File: src/rtl/mbist_bg_pkg.sv
// Shared codes, FSM state type and mask-scan helper for the MBIST background generator.
package mbist_bg_pkg;

  localparam int BG_SOLID     = 0;
  localparam int BG_CHECK     = 1;
  localparam int BG_PAIR      = 2;
  localparam int BG_ROWSTRIPE = 3;
  localparam int BG_PHYSCHK   = 4;
  localparam int BG_NUM       = 5;

  typedef enum logic [1:0] {
    ST_IDLE = 2'd0,
    ST_RUN  = 2'd1,
    ST_DONE = 2'd2
  } bg_state_t;

  typedef struct packed {
    logic       found;
    logic [2:0] code;
  } bg_sel_t;

  // Lowest set mask bit whose index is >= floor_idx; found=0 when none remains.
  function automatic bg_sel_t lowest_set_from(input logic [BG_NUM-1:0] mask,
                                              input logic [3:0]        floor_idx);
    bg_sel_t sel;
    sel = '0;
    for (int i = BG_NUM - 1; i >= 0; i--) begin
      if (mask[i] && (i >= int'(floor_idx))) begin
        sel.found = 1'b1;
        sel.code  = 3'(i);
      end
    end
    return sel;
  endfunction

endpackage

File: src/rtl/mbist_bg_gen_bg_pattern.sv
// Combinational background code + address -> raw (non-inverted) data word.
// Reserved and SOLID codes both yield an all-zero word.
module bg_pattern
  import mbist_bg_pkg::*;
#(
  parameter int WLENGTH  = 4,
  parameter int ADDR_W   = 8,
  parameter int COL_BITS = 2
) (
  input  logic [2:0]         i_code,
  input  logic [ADDR_W-1:0]  i_addr,
  output logic [WLENGTH-1:0] o_word
);

  logic w_col0;
  logic w_row;
  logic w_unused_addr;

  assign w_col0        = i_addr[0];
  assign w_row         = i_addr[COL_BITS];
  assign w_unused_addr = ^i_addr;

  always_comb begin
    o_word = '0;
    for (int b = 0; b < WLENGTH; b++) begin
      case (i_code)
        3'(BG_CHECK):     o_word[b] = ((b % 2) == 0);
        3'(BG_PAIR):      o_word[b] = (((b / 2) % 2) == 0);
        3'(BG_ROWSTRIPE): o_word[b] = w_row;
        3'(BG_PHYSCHK):   o_word[b] = ((b % 2) == 0) ^ w_col0 ^ w_row;
        default:          o_word[b] = 1'b0;
      endcase
    end
  end

endmodule

File: src/rtl/mbist_bg_gen.sv
// MBIST background sequencer (IDLE->RUN->DONE) plus a 2-stage address-dependent
// data-word pipeline that follows the live bg_code/bg_inv registers.
module mbist_bg_gen
  import mbist_bg_pkg::*;
#(
  parameter int WLENGTH  = 4,
  parameter int ADDR_W   = 8,
  parameter int COL_BITS = 2
) (
  input  logic               clk,
  input  logic               rst,
  input  logic               start,
  input  logic               abort,
  input  logic [7:0]         bg_mask,
  input  logic               bg_next,
  output logic               bg_valid,
  output logic [2:0]         bg_code,
  output logic               bg_inv,
  output logic               done,
  output logic               bg_err,
  input  logic [ADDR_W-1:0]  addr,
  input  logic               addr_valid,
  output logic [WLENGTH-1:0] data,
  output logic               data_valid
);

  bg_state_t         r_state;
  logic [BG_NUM-1:0] r_mask;
  logic              r_bg_valid;
  logic [2:0]        r_bg_code;
  logic              r_bg_inv;
  logic              r_done;
  logic              r_bg_err;

  bg_sel_t w_sel_start;
  bg_sel_t w_sel_next;

  assign w_sel_start = lowest_set_from(bg_mask[BG_NUM-1:0], 4'd0);
  assign w_sel_next  = lowest_set_from(r_mask, {1'b0, r_bg_code} + 4'd1);

  always_ff @(posedge clk or posedge rst) begin
    if (rst) begin
      r_state    <= ST_IDLE;
      r_mask     <= '0;
      r_bg_valid <= 1'b0;
      r_bg_code  <= '0;
      r_bg_inv   <= 1'b0;
      r_done     <= 1'b0;
      r_bg_err   <= 1'b0;
    end else begin
      r_done <= 1'b0;
      if (abort) begin
        r_state    <= ST_IDLE;
        r_bg_valid <= 1'b0;
      end else begin
        case (r_state)
          ST_IDLE: begin
            if (start) begin
              r_mask   <= bg_mask[BG_NUM-1:0];
              r_bg_err <= |bg_mask[7:BG_NUM];
              if (w_sel_start.found) begin
                r_state    <= ST_RUN;
                r_bg_valid <= 1'b1;
                r_bg_code  <= w_sel_start.code;
                r_bg_inv   <= 1'b0;
              end else begin
                r_state <= ST_DONE;
                r_done  <= 1'b1;
              end
            end
          end
          ST_RUN: begin
            if (bg_next) begin
              if (!r_bg_inv) begin
                r_bg_inv <= 1'b1;
              end else if (w_sel_next.found) begin
                r_bg_code <= w_sel_next.code;
                r_bg_inv  <= 1'b0;
              end else begin
                // Last polarity of last code: code/inv stay put for the datapath.
                r_state    <= ST_DONE;
                r_bg_valid <= 1'b0;
                r_done     <= 1'b1;
              end
            end
          end
          ST_DONE: r_state <= ST_IDLE;
          default: r_state <= ST_IDLE;
        endcase
      end
    end
  end

  assign bg_valid = r_bg_valid;
  assign bg_code  = r_bg_code;
  assign bg_inv   = r_bg_inv;
  assign done     = r_done;
  assign bg_err   = r_bg_err;

  logic [WLENGTH-1:0] w_raw;
  logic               r_s1_vld;
  logic [WLENGTH-1:0] r_s1_word;
  logic               r_s1_inv;
  logic               r_s2_vld;
  logic [WLENGTH-1:0] r_s2_dat;

  bg_pattern #(
    .WLENGTH  (WLENGTH),
    .ADDR_W   (ADDR_W),
    .COL_BITS (COL_BITS)
  ) u_bg_pattern (
    .i_code (r_bg_code),
    .i_addr (addr),
    .o_word (w_raw)
  );

  // Stage 1 captures pattern and polarity together, so a bg_next in the
  // same cycle cannot split them across backgrounds.
  always_ff @(posedge clk or posedge rst) begin
    if (rst) begin
      r_s1_vld  <= 1'b0;
      r_s1_word <= '0;
      r_s1_inv  <= 1'b0;
      r_s2_vld  <= 1'b0;
      r_s2_dat  <= '0;
    end else begin
      r_s1_vld  <= addr_valid;
      r_s1_word <= w_raw;
      r_s1_inv  <= r_bg_inv;
      r_s2_vld  <= r_s1_vld;
      r_s2_dat  <= r_s1_word ^ {WLENGTH{r_s1_inv}};
    end
  end

  assign data       = r_s2_dat;
  assign data_valid = r_s2_vld;

endmodule
File: config.mk
export PLATFORM = sky130hd
export DESIGN_NAME = mbist_bg_gen
export DESIGN_NICKNAME = d
export VERILOG_FILES = /design/src/rtl/mbist_bg_pkg.sv /design/src/rtl/mbist_bg_gen_bg_pattern.sv /design/src/rtl/mbist_bg_gen.sv
export SDC_FILE = /design/constraint.sdc
export NUM_CORES = 1
export LEC_CHECK = 0
export ABC_AREA = 1
export CORE_MARGIN = 8
export CORE_UTILIZATION = 40
export CTS_CLUSTER_SIZE = 14
export DETAILED_ROUTE_END_ITERATION = 12
export PLACE_DENSITY = 0.76
export SYNTH_ARGS = -nofsm -noshare
export SYNTH_HDL_FRONTEND = slang
export SYNTH_SLANG_ARGS = --single-unit
File: constraint.sdc
create_clock -name clk -period 2.1 [get_ports clk]
set_input_delay 0.42 -clock clk [delete_from_list [all_inputs] [get_ports clk]]
set_output_delay 0.42 -clock clk [all_outputs]
set_load 0.005 [all_outputs]
# After elaboration in Yosys (flattened, before gate mapping)
# Index checks and enable logic that the tools add are counted.
[word_totals]
out_inout_bits = 12
elab_cells = 99
register_bits = 25
input_bits = 22
[op_classes]
n_reduce_logical = 15
n_lt_le_gt_ge = 5
add_sub_neg = 1
n_bitwise = 5
n_eq_ne = 15
n_mux = 46
[ops]
columns = ["cell", "n"]
rows = [
  ["two-way mux 4 bit", 10],
  ["two-way mux 1 bit", 16],
  ["two-way mux 3 bit", 5],
  ["inequality test 3 bit, second input constant", 5],
  ["two-way mux 2 bit", 6],
  ["inequality test 2 bit, second input constant", 5],
  ["one-hot mux 1 bit (3 select lines)", 3],
  ["greater-or-equal comparator 1 x 4 -> 1 bit, first input constant", 2],
  ["greater-or-equal comparator 2 x 4 -> 1 bit, first input constant", 2],
  ["one-hot mux 1 bit (2 select lines)", 4],
  ["AND reduction 7 bit", 1],
  ["== test 3 x 2 -> 1 bit, second input constant", 2],
  ["one-hot mux 3 bit (2 select lines)", 1],
  ["AND reduction 6 bit", 1],
  ["logical AND 1 bit", 5],
  ["AND reduction 5 bit", 1],
  ["adder 3 x 1 -> 4 bit, second input constant", 1],
  ["greater-or-equal comparator 3 x 4 -> 1 bit, first input constant", 1],
  ["one-hot mux 2 bit (2 select lines)", 1],
  ["AND reduction 4 bit", 1],
  ["XOR 4 bit", 1],
  ["== test 3 x 1 -> 1 bit, second input constant", 1],
  ["== test 3 bit, second input constant", 1],
  ["AND reduction 3 bit", 1],
  ["8 further kinds", 10],
]

# Depth between registers and ports, before layout
# Gate-level depths: netlist of run 1.
[depth]
ltp_word = 13
ltp_mapped = 12
ltp_nobuf = 12

# Cells and area by module
# Synthesis of run 1 repeated with hierarchy kept, for this count alone.
[hier_totals]
hier_cells = 157
area_unflattened_um2 = 1271.2
[modules_own_cells]
columns = ["mod", "seq_area_each_um2", "area_each_um2", "cells_per_inst", "instances"]
rows = [
  ["mbist_bg_gen", 625.6, 1179.9, 134, 1],
  ["bg_pattern", 0.0, 91.3, 23, 1],
]

# Worst setup path before layout of run 1
# OpenSTA, ideal clock, no wires.
[synth_timing]
kind = "reg-to-reg"
startpoint = "register r_bg_code[0] (netlist: bg_code[0])"
endpoint = "register r_state[0]"
required_time_ps = 1980
n_path_buf = 0
t_arrival_ps = 1645
setup_ps = 120
slack_ps = 335
path_stages_with_launch = 13
synth_period_minus_slack_ps = 1765
cell_sequence = "dfrtp_1 > ha_1 > ha_1 > inv_1 > nand2_1 > nand3_1 > nand2_1 > inv_2 > nand3_1 > nand2_1 > nand2_1 > nand2_1 > nand2_1"
[synth_between]
elab_chain_len = 10
word_cells_on_any_way = 18
cone_classes = "add/sub: 1; order compare: 5; eq/ne: 1; mux: 5; reduce/logical: 6"
[synth_rtl]
columns = ["item", "line_no", "source"]
rows = [
  ["from (decl)", "mbist_bg_gen.sv:30", "logic [2:0] r_bg_code;"],
  ["from (signal assigned)", "mbist_bg_gen.sv:64", "r_bg_code <= w_sel_start.code;"],
  ["from (signal assigned)", "mbist_bg_gen.sv:77", "r_bg_code <= w_sel_next.code;"],
  ["adder 3 x 1 -> 4 bit (*)", "mbist_bg_gen.sv:39", "assign w_sel_next = lowest_set_from(r_mask, {1'b0, r_bg_code} + 4'd1);"],
  ["greater-or-equal comparator 3 x 4 -> 1 bit", "mbist_bg_pkg.sv:28", "if (mask[i] && (i >= int'(floor_idx))) begin"],
  ["logical AND 1 bit", "mbist_bg_pkg.sv:28", ""],
  ["two-way mux 4 bit (4 in a row)", "mbist_bg_pkg.sv:28", ""],
  ["two-way mux 4 bit (*)", "mbist_bg_pkg.sv:28", ""],
  ["inequality test 3 bit (no source line) (*)", "--", ""],
  ["AND reduction 4 bit (no source line) (*)", "--", ""],
  ["to (signal assigned)", "mbist_bg_gen.sv:43", "r_state <= ST_IDLE;"],
  ["to (signal assigned)", "mbist_bg_gen.sv:53", "r_state <= ST_IDLE;"],
  ["to (signal assigned)", "mbist_bg_gen.sv:62", "r_state <= ST_RUN;"],
  ["to (decl)", "mbist_bg_gen.sv:27", "bg_state_t r_state;"],
]
# Mark *: on every way between the ends. The rest lies on a longest branch, timed or not.
# A chain may end at the register's enable or synchronous reset.

# Worst setup path after layout of run 1
[layout_timing]
startpoint = "register r_bg_code[2] (netlist: bg_code[2])"
endpoint = "register r_state[0]"
# Same word-level chain as after synthesis.

==> results of run 1 <==
## stage by stage
| stage | cells | hold slack, ns | worst slack, ns |
|---|---|---|---|
| final | 212 | 0.372 | 0.228 |
| after floorplan | 145 | 0.331 | 0.335 |
| after detailed placement | 208 | 0.342 | 0.251 |
| after CTS | 212 | 0.375 | 0.229 |
| after global routing | 212 | 0.391 | 0.0478 |
| after global placement | 208 | 0.338 | 0.300 |
## metal layers
layer	global-route usage (%)	part of all wire, %
met1	11.8	43
met2	19.3	51
met3	2.93	5.4
met4	3.40	1.4
met5	0	0
## layout by cell type, fill, tap and decap left out, types with 3 or more instances in the layout
| cell | n |
|---|---|
| sky130_fd_sc_hd__xor2_1 | 4 |
| sky130_fd_sc_hd__nor2_1 | 14 |
| sky130_fd_sc_hd__nand3_1 | 10 |
| sky130_fd_sc_hd__clkdlybuf4s50_1 | 27 |
| sky130_fd_sc_hd__dfrtp_1 | 25 |
| sky130_fd_sc_hd__inv_1 | 19 |
| sky130_fd_sc_hd__a21oi_1 | 4 |
| sky130_fd_sc_hd__nand4_1 | 5 |
| sky130_fd_sc_hd__nand2_1 | 31 |
| sky130_fd_sc_hd__o21ai_0 | 9 |
| sky130_fd_sc_hd__nand3_2 | 4 |
| sky130_fd_sc_hd__ha_1 | 5 |
| sky130_fd_sc_hd__clkbuf_4 | 3 |
| sky130_fd_sc_hd__buf_4 | 3 |
## critical path, stage by stage (launching register included)
cell and delay [ns]:
sky130_fd_sc_hd__dfrtp_1 0.49, sky130_fd_sc_hd__inv_1 0.14, sky130_fd_sc_hd__ha_1 0.39, sky130_fd_sc_hd__inv_1 0.08, sky130_fd_sc_hd__nand2_1 0.05, sky130_fd_sc_hd__nand3_1 0.09, sky130_fd_sc_hd__nand2_1 0.07, sky130_fd_sc_hd__inv_2 0.07
sky130_fd_sc_hd__nand3_1 0.08, sky130_fd_sc_hd__nand2_1 0.10, sky130_fd_sc_hd__nand2_1 0.09, sky130_fd_sc_hd__nand2_1 0.08, sky130_fd_sc_hd__nand2_1 0.06
## flip-flops by register name (all words and copies together) (netlist names)
signal      cells
data_valid      1
r_mask          5
done            1
bg_valid        1
bg_code         3
bg_inv          1
bg_err          1
data            4
r_s1_inv        1
r_s1_vld        1
r_state         2
r_s1_word       4
## report_power, final
group          total, mW  switching [mW]  leakage (nW)  internal [mW]
sequential         0.795           0.124         0.318          0.671
clock              0.218           0.147        0.0177         0.0713
combinational      0.974           0.515         0.475          0.459
## cell families (layout without fill, tap and decap cells)
group                    after synthesis  in the layout  synth area share [%]
XOR/XNOR                               5              5                  3.51
AND/OR/NAND/NOR                       73             73                  28.4
buffers and inverters                 20             54                  6.01
AO/OA/AOI/OAI                         17             17                  7.01
adder cells (fa/ha/maj)                5              5                  5.01
flip-flops                            25             25                  50.1
## how the worst max path moves through the flow
stage | slack, ns | end | depth (start not counted) | start
floorplan | 0.33 | r_state[0]$_DFFE_PP0P_ | 12 | bg_code[0]$_DFFE_PP0P_
global placement | 0.30 | r_state[0]$_DFFE_PP0P_ | 12 | bg_code[2]$_DFFE_PP0P_
detailed placement | 0.25 | r_state[0]$_DFFE_PP0P_ | 12 | bg_code[0]$_DFFE_PP0P_
CTS | 0.23 | r_state[0]$_DFFE_PP0P_ | 12 | bg_code[0]$_DFFE_PP0P_
global route | 0.05 | r_state[0]$_DFFE_PP0P_ | 12 | bg_code[2]$_DFFE_PP0P_
finish | 0.23 | r_state[0]$_DFFE_PP0P_ | 12 | bg_code[2]$_DFFE_PP0P_
## layout make-up
cell class              count  share of cell area [%]
repair buffers             30                    18.2
inverters                  20                    4.66
clock inverters             1                   0.311
clock buffers               3                    1.40
multi-input cells         100                    34.0
flip-flops and latches     25                    38.9
well taps                  33                    2.56
==> summary by stage, run 1 <==
Status
The run finished with clean final reports.

STA
Setup repair after global routing left no endpoint under its margin. The time the worst path needs with I/O delays and setup is 1.87 ns. The number of max-slew violations in the final report is 0.

Summed over all failing endpoints, the final setup total negative slack is 0 ns. For this run, the top clock speed supported by timing is 0.534 GHz. The final hold violation count is 0. The worst-case clock skew is 0.0119 ns.

Dividing the final minimum period by the clock period gives 89.1%. The transition time at the pin with the least slew margin is 0.310 ns. Setup violations remaining at the end of the flow were counted as 0. The relative max-transition margin is 79.1%.

Setup path
Along the worst path, the maximum fanout reaches 6. The category of the critical setup timing path is reg -> reg. The startpoint identified for the worst register-to-register timing path is bg_code[2]$_DFFE_PP0P_.

STA classifies the critical path endpoint as a flop. The end of the worst register-to-register path is r_state[0]$_DFFE_PP0P_. Counting cells, the worst reg-to-reg path comes to 12.

The register-to-register setup slack is 0.23 ns. For the worst setup path, the data arrival time is 2.10 ns. The worst setup path is launched from a flop. The worst endpoint required time is 2.33 ns.

Finish
The total number of nets in the final design is 207. The final instance area is 0.00161 sq mm. The sequential cells in the finished layout cover a total of 626 sq um. The layout has 282 filler cells. In the final layout, the multi-input gates occupy 548 sq um. The share of post-route cells with drive strength above 1 is 10.1%. The count of antenna diodes in the layout is 0. At the end of the flow the core is filled with cells to 53.6%. From synthesis to final layout, the design area changed by 29.0%.

Die
In this run the horizontal extent of the chip is 71.9 um. The I/O pin count is 34. The die is 71.9 um tall. The die footprint is 0.00517 sq mm. The core region is 0.00300 sq mm. The number of rows in the core area is 20. The effective utilization at floorplan is 41.6%.

Clock network
TritonCTS built the clock tree. Buffers added to address setup during post-CTS repair amount to 0. In this run, CTS created clock tree buffers numbering 3.

In this run, post-CTS repair resized a total of 0 instances. The register clock-pin slew on the reported worst setup and hold paths is 0.14 ns. CTS built an H-tree with a depth of 1. The clock drives 25 sinks.

In this run the deepest clock path goes through 2 buffers. The quantity of hold-fixing buffers added after cts is 0. The latest clock arrival within the worst-skew pair is 0.32 ns. The cell at the root of the clock tree is sky130_fd_sc_hd__clkbuf_4.

GRT
After global routing the overflow that remains totals 0. The via count of the first global-routing pass is 1082. The global-route wire length before repair is 4510 um. The maximum number of pins on one net before global-route repair is 26.

The initial antenna violation count is 0. The combined global-route utilization of all metal layers is 10.7%.

Logic synthesis
In this run the mean area of a mapped cell was 8.61 sq um. Sequential cells were found to cover 50.1% of the synthesized design area. The total of flip-flops plus latches after synthesis is 25.

Counting every instance in the synthesized netlist gives 145. After synthesis, the netlist uses 22 different library cells. The most frequently used cell type in the post-synthesis netlist is sky130_fd_sc_hd__nand2_1. The area fraction of the dominant cell type after synthesis is 50.1%. During synthesis, Yosys emitted a total of 0 warnings. By count the netlist is led by 31 x sky130_fd_sc_hd__nand2_1, 25 x sky130_fd_sc_hd__dfrtp_1, 19 x sky130_fd_sc_hd__inv_1. After synthesis, the cell types taking the most area are sky130_fd_sc_hd__dfrtp_1 50%, sky130_fd_sc_hd__nand2_1 9.3%, sky130_fd_sc_hd__inv_1 5.7%.

The cell area that synthesis handed to floorplanning was 0.00125 sq mm. The number of nets produced by synthesis is 172. Counting flops with an async set or reset pin after synthesis yields a share of 100%. The leading register cell type out of synthesis is sky130_fd_sc_hd__dfrtp_1.

The cell accounting for the most synthesized area is sky130_fd_sc_hd__dfrtp_1. The number of enable-type register cells in the synthesized netlist is 0.

Hold path
The worst hold-check path type is reg -> reg. The hold-critical path depth is 0. In this run the most critical hold path is launched from r_s1_vld$_DFF_PP0_. The worst hold path terminates at data_valid$_DFF_PP0_.

Job
The number of max-capacitance violations reported is 0.

Pwr
VDD sags by at most 0.424 mV. The analysis attributes to cell leakage a power of 0.811 nW. In this run the power density over the cells is 1230 mW/mm^2. The power consumption is 1.99 mW.

Detailed routing
The number of optimization iterations in the first detailed-route pass is 4. After the first detailed-routing iteration, the DRC count stood at 33. After detailed routing, the number of remaining DRC violations is 0. The ratio of routed vias to standard cells is 5.08. The routed design has 2620 um of wire. After detailed routing, the average wire length per cell comes to 12.4 um. The overall via count from detail_route is 1078. The remaining antenna violation count is 0.

Placement
The HPWL after detailed placement is 2090 um. At the end of routability-driven placement, the weighted congestion stood at 0.833. The count of input and output buffers is 27.

The standard cell area after detailed placement is 0.00158 sq mm.
(Power assumes the default switching activity.)
==> run 2, diff against run 1 <==
==> constraint.sdc (replaced) <==
create_clock -name clk -period 2.1 [get_ports clk]
set_input_delay 0.42 -clock clk [delete_from_list [all_inputs] [get_ports clk]]
set_output_delay 0.42 -clock clk [all_outputs]
set_load 0.1 [all_outputs]
==> run 2 against run 1 <==
Compared with the run above:
- count of clock-buffer cells in the layout unchanged
- critical path depth unchanged
- hold slack hardly changed
==> summary by stage, run 2 (same netlist as run 1, synthesis figures left out) <==
STA
The number of max-slew violations in the final report is 0. The final hold violation count came to 0. At the pin with the least slew margin, the transition time is 0.342 ns. The time the worst path needs with I/O delays and setup is 1.93 ns. The worst setup slack after layout is 0.166 ns.

The relative max-transition margin is 77.0%. The fraction of the cycle the final worst path needs is 92.1%. The worst-case clock skew is 0.00329 ns. The setup-violating endpoint count in the final report is 0. The achievable clock frequency is 0.517 GHz. Setup repair after global routing left no endpoint under its margin. The sum of negative setup slack is 0 ns.

Clock network
The cell at the root of the clock tree is sky130_fd_sc_hd__clkbuf_4. The H-tree depth is 1. The number of buffers inserted to repair setup after CTS is 0. The clock sink count is 25. The number of buffers inserted during clock tree synthesis is 3. The clock passes through at most 2 buffers. The latest clock arrival within the worst-skew pair is 0.32 ns.

TritonCTS built the clock tree. The register clock-pin slew on the reported worst setup and hold paths is 0.14 ns.

GRT
The overflow left after global routing is 0. The combined global-route utilization of all metal layers is 10.9%. The initial antenna violation count was 0. The global-route wire length before repair is 4560 um. The maximum number of pins on one net before global-route repair is 26. The via count of the first global-routing pass came to 1077.

Detailed routing
The final routed wirelength across all metal layers is 2680 um. The detailed router finished its first iteration with 32 violations. The routed length per instance is 12.8 um. The detailed-route DRC error count is 0.

The overall via count from detail_route is 1113. The ratio of routed vias to standard cells is 5.30. The number of optimization iterations in the first detailed-route pass is 4.

The remaining antenna violation count is 0.

Placement
The final HPWL from detailed placement is 2140 um. Routability-driven placement finished with a final weighted congestion of 0.846. The worst-case setup slack after placement is 0.150 ns. Port buffering added 27 buffers.

Status
The flow ran to the end, and the final reports show no timing, DRC or antenna violations.

Setup path
In this run the worst path has a maximum fanout of 6. The kind of capture point of the worst setup path is a flop. The slowest cell on the critical path is sky130_fd_sc_hd__dfrtp_2. The depth of the most critical reg-to-reg path is 12.

The launch instance of the worst register-to-register path is bg_code[0]$_DFFE_PP0P_. The total stage count of the critical path is 12. The register-to-register setup slack is 0.17 ns. The stage delay of the slowest cell on the critical path is 0.47 ns. The data arrival time of the critical path is 2.20 ns. Traced cell by cell, the critical path runs through ha_1 -> ha_2 -> inv_1 -> nand2_1 -> nand3_1 -> nand2_1 -> inv_2 -> nand3_1 -> nand2_1 -> nand2_1 -> nand2_1 -> nand2_1.

The end of the worst register-to-register path is r_state[0]$_DFFE_PP0P_. STA classifies the critical path startpoint as a flop. The critical path in this run is classified as reg -> reg. The cell that appears most often on the critical path is sky130_fd_sc_hd__nand2_1. The critical path contains buffers and inverters numbering 2 combined.

The cell family contributing the most delay on the critical path is simple AND/OR/NAND/NOR gates. The worst endpoint required time is 2.37 ns.

Hold path
The hold-critical path depth is 0. The path class of the tightest hold or removal check is reg -> reg. For hold timing, the worst endpoint is data_valid$_DFF_PP0_. The launch instance of the worst min-delay path is r_s1_vld$_DFF_PP0_.

Finish
The post-route netlist has 18.1% of its cells at a drive strength greater than 1. The library cells used most frequently in the layout, excluding fill and tap cells, are 31 x sky130_fd_sc_hd__nand2_1, 22 x sky130_fd_sc_hd__dfrtp_1, 19 x sky130_fd_sc_hd__inv_1. r_mask holds more flip-flops than any other register. 0 antenna diodes ended up in the layout.

From synthesis to final layout, the design area changed by 26.1%. The flip-flop count of the largest register after layout is 5. The most common library cell in the layout ignoring fill and taps is sky130_fd_sc_hd__nand2_1. At the end of the flow, the number of nets in the layout was 205.

Die
The horizontal die dimension is 71.9 um. The floorplan has 20 rows. The initial utilization of the core area, before any placement, comes to 41.6%. The die covers 0.00517 sq mm. Pin placement for this block handled 34 I/O pins. In this run the standard cell core region covers 0.00300 sq mm. Measured along the y axis, the die boundary spans 71.9 um.

Pwr
Dividing total power by cell area gives a power density of 1670 mW/mm^2. The worst ir drop on vdd is 0.666 mV. Summing internal, switching and leakage power gives 2.63 mW. The static power due to leakage is 0.808 nW.

Job
The tool flagged a number of max-cap violations equal to 0.
run 2: final cells by class:
class | instances | area, sq um
fillers | 279 | 1430
clock buffers | 3 | 22.5
clock inverters | 1 | 7.51
well taps | 33 | 41.3
inverters | 20 | 75.1
flip-flops and latches | 25 | 629
repair buffers | 28 | 248
multi-input cells | 100 | 551
run 2: report_power, final:
part	switching, mW	internal, mW	leakage (nW)
sequential	0.144	0.676	0.314
clock	0.149	0.0728	0.0139
combinational	1.18	0.407	0.481
run 2: how the worst max path moves through the flow:
stage / startpoint / end / slack (ns)
finish: bg_code[0]$_DFFE_PP0P_ / r_state[0]$_DFFE_PP0P_ / 0.17
global route: bg_code[0]$_DFFE_PP0P_ / bg_code[2]$_DFFE_PP0P_ / 0.008
CTS: bg_code[0]$_DFFE_PP0P_ / r_state[0]$_DFFE_PP0P_ / 0.13
detailed placement: bg_code[0]$_DFFE_PP0P_ / r_state[0]$_DFFE_PP0P_ / 0.15
global placement: bg_code[0]$_DFFE_PP0P_ / r_state[0]$_DFFE_PP0P_ / 0.24
floorplan: bg_code[0]$_DFFE_PP0P_ / bg_valid$_DFFE_PP0P_ / 0.02
run 2: worst register-to-register path, stage by stage, from the launching register on:
cell and delay (ns):
sky130_fd_sc_hd__dfrtp_2 0.47, sky130_fd_sc_hd__ha_1 0.25, sky130_fd_sc_hd__ha_2 0.39, sky130_fd_sc_hd__inv_1 0.05, sky130_fd_sc_hd__nand2_1 0.06, sky130_fd_sc_hd__nand3_1 0.10
sky130_fd_sc_hd__nand2_1 0.10, sky130_fd_sc_hd__inv_2 0.05, sky130_fd_sc_hd__nand3_1 0.08, sky130_fd_sc_hd__nand2_1 0.09, sky130_fd_sc_hd__nand2_1 0.11, sky130_fd_sc_hd__nand2_1 0.06
sky130_fd_sc_hd__nand2_1 0.07
run 2: stage by stage:
| stage | hold slack, ns | utilization (%) | area [sq um] | std cells |
|---|---|---|---|---|
| after floorplan | 0.331 | - | 1250 | 145 |
| after global placement | 0.338 | 51.3 | 1540 | 206 |
| after detailed placement | 0.342 | 51.3 | 1540 | 206 |
| after CTS | 0.374 | 52.3 | 1570 | 210 |
| after global routing | 0.385 | 52.4 | 1570 | 210 |
| final | 0.371 | 52.4 | 1570 | 210 |
run 2: layer usage:
metal / vias up / wire length, um / global-route usage (%)
li1: 532 / - / -
met1: 536 / 1080 / 11.1
met2: 43 / 1410 / 20.3
met3: 2 / 189 / 4.32
met4: 0 / 8 / 2.04
met5: - / 0 / 0
run 2: repair_timing:
action | in CTS | in global routing
endpoints found under the hold margin | 0 | 0
hold buffers | 0 | 0
resized for setup | 0 | 1
setup endpoints to repair | 0 | 2
